===== src/rtl/ice_uart_rx_pkg.sv =====
// Shared types and timing helpers for the pico2-ice UART receiver.
// Package ice_uart_pkg; imported by ice_uart_rx and ice_rx_fifo.
package ice_uart_pkg;

    localparam int DATA_BITS = 8;

    typedef enum logic [2:0] {
        IDLE   = 3'd0,
        START  = 3'd1,
        DATA   = 3'd2,
        PARITY = 3'd3,
        STOP   = 3'd4,
        BREAK  = 3'd5
    } rx_state_t;

    // Rounded clocks per bit so that odd ratios land on the nearest cycle.
    function automatic int clks_per_bit(input int clk_hz, input int baud);
        return (clk_hz + baud / 2) / baud;
    endfunction

endpackage


===== src/rtl/ice_uart_rx_fifo.sv =====
// Byte FIFO behind the UART receiver; a push into a full FIFO is only
// accepted when a pop happens in the same cycle, otherwise drop_o flags it.
module ice_rx_fifo #(
    parameter int WIDTH = 8,
    parameter int DEPTH = 4
) (
    input  logic                     clk_i,
    input  logic                     rst_ni,
    input  logic                     push_i,
    input  logic [WIDTH-1:0]         data_i,
    input  logic                     pop_i,
    output logic [WIDTH-1:0]         data_o,
    output logic                     full_o,
    output logic                     empty_o,
    output logic [$clog2(DEPTH):0]   level_o,
    output logic                     drop_o
);

    localparam int PTR_W = $clog2(DEPTH);
    localparam int LVL_W = PTR_W + 1;

    logic [WIDTH-1:0] mem_q [DEPTH];
    logic [PTR_W-1:0] wr_ptr_q;
    logic [PTR_W-1:0] rd_ptr_q;
    logic [LVL_W-1:0] level_q;
    logic [LVL_W-1:0] level_d;
    logic             pop_do;
    logic             push_do;

    assign full_o  = (level_q == LVL_W'(DEPTH));
    assign empty_o = (level_q == '0);
    assign pop_do  = pop_i && !empty_o;
    // When full, the slot being written is the one the pop is vacating.
    assign push_do = push_i && (!full_o || pop_do);
    assign drop_o  = push_i && !push_do;
    assign data_o  = mem_q[rd_ptr_q];
    assign level_o = level_q;

    always_comb begin
        level_d = level_q;
        if (push_do && !pop_do) begin
            level_d = level_q + 1'b1;
        end else if (!push_do && pop_do) begin
            level_d = level_q - 1'b1;
        end
    end

    always_ff @(posedge clk_i or negedge rst_ni) begin
        if (!rst_ni) begin
            for (int i = 0; i < DEPTH; i++) begin
                mem_q[i] <= '0;
            end
            wr_ptr_q <= '0;
            rd_ptr_q <= '0;
            level_q  <= '0;
        end else begin
            if (push_do) begin
                mem_q[wr_ptr_q] <= data_i;
                wr_ptr_q        <= wr_ptr_q + 1'b1;
            end
            if (pop_do) begin
                rd_ptr_q <= rd_ptr_q + 1'b1;
            end
            level_q <= level_d;
        end
    end

endmodule


===== src/rtl/ice_uart_rx.sv =====
// UART receiver (8N1, or 8E1 when ICE_UART_RX_PARITY_EN is defined) feeding
// a valid/ready byte stream through a small FIFO in the clk_12p0 domain.
module ice_uart_rx
    import ice_uart_pkg::*;
#(
    parameter int CLK_HZ     = 12000000,
    parameter int BAUD       = 115200,
    parameter int FIFO_DEPTH = 4
) (
    input  logic                          clk_12p0,
    input  logic                          rst_n,
    input  logic                          rx_pin,
    output logic [7:0]                    rx_data,
    output logic                          rx_valid,
    input  logic                          rx_ready,
    output logic                          frame_err,
    output logic                          overrun,
    output logic [$clog2(FIFO_DEPTH):0]   fifo_level
`ifdef ICE_UART_RX_PARITY_EN
    ,
    output logic                          parity_err
`endif
);

    localparam int CPB   = clks_per_bit(CLK_HZ, BAUD);
    localparam int HALF  = CPB / 2;
    localparam int CNT_W = (CPB > 1) ? $clog2(CPB) : 1;
    localparam int BIT_W = $clog2(DATA_BITS);

    localparam logic [CNT_W-1:0] CNT_LAST = CNT_W'(CPB - 1);
    localparam logic [CNT_W-1:0] CNT_HALF = CNT_W'(HALF - 1);
    localparam logic [BIT_W-1:0] BIT_LAST = BIT_W'(DATA_BITS - 1);

    logic [1:0]           sync_q;
    logic                 rxs;
    rx_state_t            state_q, state_d;
    logic [CNT_W-1:0]     cnt_q, cnt_d;
    logic [BIT_W-1:0]     bit_q, bit_d;
    logic [DATA_BITS-1:0] shift_q, shift_d;
    logic                 frame_err_q, frame_err_d;
    logic                 overrun_q;
    logic                 push;
    logic                 pop;
    logic                 mid_bit;
    logic                 fifo_full;
    logic                 fifo_empty;
    logic                 fifo_drop;
`ifdef ICE_UART_RX_PARITY_EN
    logic                 par_bad_q, par_bad_d;
    logic                 parity_err_q, parity_err_d;
`endif

    assign rxs     = sync_q[1];
    assign mid_bit = (cnt_q == CNT_LAST);
    assign pop     = rx_valid && rx_ready;

    always_comb begin
        state_d     = state_q;
        cnt_d       = cnt_q;
        bit_d       = bit_q;
        shift_d     = shift_q;
        frame_err_d = 1'b0;
        push        = 1'b0;
`ifdef ICE_UART_RX_PARITY_EN
        par_bad_d    = par_bad_q;
        parity_err_d = 1'b0;
`endif
        case (state_q)
            IDLE: begin
                if (!rxs) begin
                    cnt_d   = '0;
                    state_d = START;
                end
            end
            START: begin
                // Half a bit in: a line that is high again was only a glitch.
                if (cnt_q == CNT_HALF) begin
                    cnt_d = '0;
                    if (rxs) begin
                        state_d = IDLE;
                    end else begin
                        bit_d   = '0;
                        state_d = DATA;
                    end
                end else begin
                    cnt_d = cnt_q + 1'b1;
                end
            end
            DATA: begin
                if (mid_bit) begin
                    cnt_d   = '0;
                    shift_d = {rxs, shift_q[DATA_BITS-1:1]};
                    if (bit_q == BIT_LAST) begin
`ifdef ICE_UART_RX_PARITY_EN
                        state_d = PARITY;
`else
                        state_d = STOP;
`endif
                    end else begin
                        bit_d = bit_q + 1'b1;
                    end
                end else begin
                    cnt_d = cnt_q + 1'b1;
                end
            end
`ifdef ICE_UART_RX_PARITY_EN
            PARITY: begin
                if (mid_bit) begin
                    cnt_d     = '0;
                    par_bad_d = rxs ^ (^shift_q);
                    state_d   = STOP;
                end else begin
                    cnt_d = cnt_q + 1'b1;
                end
            end
`endif
            STOP: begin
                if (mid_bit) begin
                    cnt_d = '0;
                    if (rxs) begin
`ifdef ICE_UART_RX_PARITY_EN
                        if (par_bad_q) begin
                            parity_err_d = 1'b1;
                        end else begin
                            push = 1'b1;
                        end
`else
                        push = 1'b1;
`endif
                        state_d = IDLE;
                    end else begin
                        frame_err_d = 1'b1;
                        state_d     = BREAK;
                    end
                end else begin
                    cnt_d = cnt_q + 1'b1;
                end
            end
            BREAK: begin
                // A held-low line must release before the next frame can start.
                if (rxs) begin
                    state_d = IDLE;
                end
            end
            default: begin
                state_d = IDLE;
            end
        endcase
    end

    always_ff @(posedge clk_12p0 or negedge rst_n) begin
        if (!rst_n) begin
            sync_q      <= 2'b11;
            state_q     <= IDLE;
            cnt_q       <= '0;
            bit_q       <= '0;
            shift_q     <= '0;
            frame_err_q <= 1'b0;
            overrun_q   <= 1'b0;
`ifdef ICE_UART_RX_PARITY_EN
            par_bad_q    <= 1'b0;
            parity_err_q <= 1'b0;
`endif
        end else begin
            sync_q      <= {sync_q[0], rx_pin};
            state_q     <= state_d;
            cnt_q       <= cnt_d;
            bit_q       <= bit_d;
            shift_q     <= shift_d;
            frame_err_q <= frame_err_d;
            overrun_q   <= fifo_drop;
`ifdef ICE_UART_RX_PARITY_EN
            par_bad_q    <= par_bad_d;
            parity_err_q <= parity_err_d;
`endif
        end
    end

    ice_rx_fifo #(
        .WIDTH (DATA_BITS),
        .DEPTH (FIFO_DEPTH)
    ) u_fifo (
        .clk_i   (clk_12p0),
        .rst_ni  (rst_n),
        .push_i  (push),
        .data_i  (shift_q),
        .pop_i   (pop),
        .data_o  (rx_data),
        .full_o  (fifo_full),
        .empty_o (fifo_empty),
        .level_o (fifo_level),
        .drop_o  (fifo_drop)
    );

    assign rx_valid  = !fifo_empty;
    assign frame_err = frame_err_q;
    assign overrun   = overrun_q;
`ifdef ICE_UART_RX_PARITY_EN
    assign parity_err = parity_err_q;
`endif

    // Pushes only happen on a good stop bit, so the two pulses are exclusive.
    a_drop_only_when_full: assert property (
        @(posedge clk_12p0) disable iff (!rst_n) fifo_drop |-> fifo_full);
    a_err_exclusive: assert property (
        @(posedge clk_12p0) disable iff (!rst_n) !(frame_err_q && overrun_q));

endmodule


===== config.mk =====
export PLATFORM = sky130hd
export DESIGN_NAME = ice_uart_rx
export DESIGN_NICKNAME = d
export VERILOG_FILES = /design/src/rtl/ice_uart_rx_pkg.sv /design/src/rtl/ice_uart_rx_fifo.sv /design/src/rtl/ice_uart_rx.sv
export SDC_FILE = /design/constraint.sdc
export NUM_CORES = 1
export LEC_CHECK = 0
export ABC_AREA = 1
export BUFFER_PORTS_ARGS = -buffer_cell sky130_fd_sc_hd__clkbuf_2
export CORE_AREA = 2 2 72 125
export DETAILED_ROUTE_END_ITERATION = 7
export DIE_AREA = 0 0 74 127
export SLEW_MARGIN = 20
export SYNTH_ARGS = -nofsm -noshare
export SYNTH_HDL_FRONTEND = slang
export SYNTH_SLANG_ARGS = --single-unit

===== constraint.sdc =====
create_clock -name clk_12p0 -period 6.7 [get_ports clk_12p0]
set_input_delay 0 -clock clk_12p0 [delete_from_list [all_inputs] [get_ports clk_12p0]]
set_output_delay 0 -clock clk_12p0 [all_outputs]
set_load 0.01 [all_outputs]

==> impl_metrics.toml <==
[worst_setup_path]
end_kind = "flip-flop"
crit_type = "flip-flop to flip-flop"
worstSetupStartpointType = "flip-flop"
worst-path-max-fanout = 37
worstPathRequired_ns = 6.95
cp.arrival_ns = 2.95
worstPathCellList = "ha_1 -> nand2_1 -> nor2_2 -> nand2_4 -> nor2_8 -> nand2_2 -> inv_2 -> ha_1 -> inv_1 -> fa_1 -> nor2_1 -> nor2_1 -> nand2_1 -> xor2_1"
slowest_delay_ns = 0.44
crit_path_top_delay_cell = "nor2_8"

[timing]
slew_violations = 0
rsz0062_at_grt = "no"
setup_tns_ns = 0
tightest_slew_ns = 0.812
relSlewSlack_pct = 45.9
fin_crit_ns = 2.70
finClkSkew_ns = 0.00613
setup_violations = 0
fmax_ghz = 0.370
finalHoldViolations = 0
period_share_pct = 40.3

[clock_tree]
clk_pin_slew_ns = 0.05
cts_buffers = 9
cts_tree = "done"
clk_latency_ns = 0.33
cts_root_buf = "clkbuf_16"
clk_path_buf_depth = 2
htree_levels = 3
cts_resized = 0
clock_sinks = 64

[power]
pwr-share-clk_pct = 43.0
finalPower_mw = 1.17
p_sw_share_pct = 28.8
p_sw_uw = 337
power_frac_comb_pct = 19.3
power.internal_uw = 831
ir_worst_vdd_uv = 164
powerDensity_mw_per_mm2 = 310
power.leakage_nw = 1.95
power_frac_seq_pct = 37.7

[place]
dp_hpwl_mm = 5.11
routabilityCongestion = 0.825
dp_cells = 505
placed_area_mm2 = 0.00342
io_buffers = 17

[cells_and_area]
mostFrequentLayoutCells = "nand2_1 (125), dfrtp_1 (62), nand4_1 (38)"
fin_area_mm2 = 0.00377
diodes = 0
final_cells = 523
postLayoutCoreUtil_pct = 45.3
nets = 417
drive_above_1_share_pct = 13.5
final_common_cell = "nand2_1"
area_delta_synth_final_pct = 15.6

[routing]
first_iter_violations = 286
vias = 2638
antenna_left = 0
wire_per_inst_um = 13.8
drcViolationCount = 0
vias_per_cell = 5.04
first_pass_iters = 4
drt_wl_total_mm = 7.21

[run]
max_cap_viol_count = 0

[logic_synthesis]
synth-simple-area-share_pct = 33.7
ys_ff_latch = 64
ys_seq_area_share_pct = 49.2
ys.flop_type = "dfrtp_1"
synthTopCellsByArea = "dfrtp_1 (48%), nand2_1 (14%), nand4_1 (7.3%)"
synth_area_per_cell_um2 = 8.44
yosys.area_share.xor_xnor_pct = 1.61
synthAdderAreaFrac_pct = 3.69
yosysTopAreaCell = "dfrtp_1"
synth_cell_types = 33
synth_compound_area_share_pct = 6.26
synth_top_family_by_area = "simple AND/OR/NAND/NOR gates"
synth_nets = 399
synth_top_area_share_pct = 47.6
synth-async-reset-ratio_pct = 100
synth_area_mm2 = 0.00326
syn-instance-count = 386
synthMuxAreaShare_pct = 0
yosys_warnings = 0
synth_edf_count = 0

[floorplan]
initial_core_util_pct = 39.2
ios = 18
core_mm2 = 0.00831
die_w_um = 74
die_area_mm2 = 0.00940
rows = 44
die_y_um = 127

[global_routing]
grt_pass1_vias = 2680
grt-ovfl-total = 0
antenna_found_initial = 0
grt_usage_pct = 17.4
grt_pass1_wl_mm = 12.5
grt_start_max_net_pins = 65

[run_status]
status = "complete, no violations"

[worst_hold_path]
hold_path.class = "primary input to flip-flop"
sequential cells by signal, indices dropped and copies added, names as in the netlist:
| name | cells |
|---|---|
| u_fifo.level_o | 3 |
| u_fifo.mem_q | 32 |
| cnt_q | 7 |
| sync_q | 2 |
| u_fifo.rd_ptr_q | 2 |
| shift_q | 8 |
| state_q | 3 |
| overrun | 1 |
| frame_err | 1 |
| bit_q | 3 |
| u_fifo.wr_ptr_q | 2 |
area by class of cell:
cell class                 instances  area (µm²)
clock buffer                      12         256
tap                              115         144
timing repair buffer              22         130
inverter                          25        93.8
clock inverter                     3        65.1
multi-input combinational        282        1470
fill                             806        4550
sequential                        64        1600
timing repair:
action / CTS / global route
buffers inserted: 0 / 0
hold buffers: 3 / 0
setup endpoints to repair: 0 / 0
endpoints found under the hold margin: 64 / 0
metal layers:
metal / track usage (%) / routed length [µm] / vias to the layer above
li1: - / - / 1319
met1: 19.3 / 2870 / 1262
met2: 29.7 / 3920 / 39
met3: 4.73 / 208 / 18
met4: 8.66 / 214 / 0
met5: 0 / 0 / -
synth_stat cells (2+ instances only):
cell type,n
xor2_1,5
o22ai_1,8
nand2_1,125
nand3_4,4
o21ai_1,7
ha_1,8
nand3_1,12
nand2_2,3
nand3_2,2
buf_6,3
nand4_1,38
o21ai_0,19
buf_2,4
nor2_4,2
nor2_1,37
inv_1,20
dfrtp_1,62
dfstp_2,2
clkbuf_1,6
inv_2,4
a21oi_1,3
power by group through the flow:
stage                     Sequential, mW  Clock, mW  Combinational, mW
final                              0.440      0.502              0.225
after global routing               0.446      0.529              0.256
after global placement             0.446          0              0.223
after detailed placement           0.449          0              0.227
after floorplan                    0.425          0              0.161
after CTS                          0.442      0.515              0.230
critical path, delay by kind of cell, from the launching register on:
family	cells	cell delay [ns]
AND/OR/NAND/NOR	8	1.16
adder cells (fa/ha/maj)	3	0.74
flip-flops	1	0.38
buffers and inverters	2	0.18
XOR/XNOR	1	0.14
logic make-up after synthesis:
logic type	after synthesis
simple gates	229
buf+inv	40
compound gates	38
flops	64
fa+ha+maj	9
xor+xnor	6
final timing paths:
path,endpoint,depth (start not counted),slack [ns],startpoint
min reg2reg,sync_q[1]$_DFF_PN1_,0,0.36,sync_q[0]$_DFF_PN1_
max,u_fifo.level_o[2]$_DFFE_PN0P_,14,4.00,cnt_q[0]$_DFFE_PN0P_
min in group asynchronous,u_fifo.rd_ptr_q[1]$_DFFE_PN0P_,3,0.38,rst_n
min,sync_q[0]$_DFF_PN1_,2,0.31,rx_pin
max in group asynchronous,frame_err$_DFF_PN0_,3,5.78,rst_n
max reg2reg,u_fifo.level_o[2]$_DFFE_PN0P_,14,4.00,cnt_q[0]$_DFFE_PN0P_
metrics by stage:
step           hold WS, ns  setup WS (ns)
3_3_place_gp        0.0926           4.14
5_1_grt              0.302           3.76
3_5_place_dp        0.0954           4.02
2_1_floorplan       -0.296           4.47
4_1_cts              0.298           3.99
6_report             0.312           4.00
Note: power is estimated with default switching activity, not from simulation.
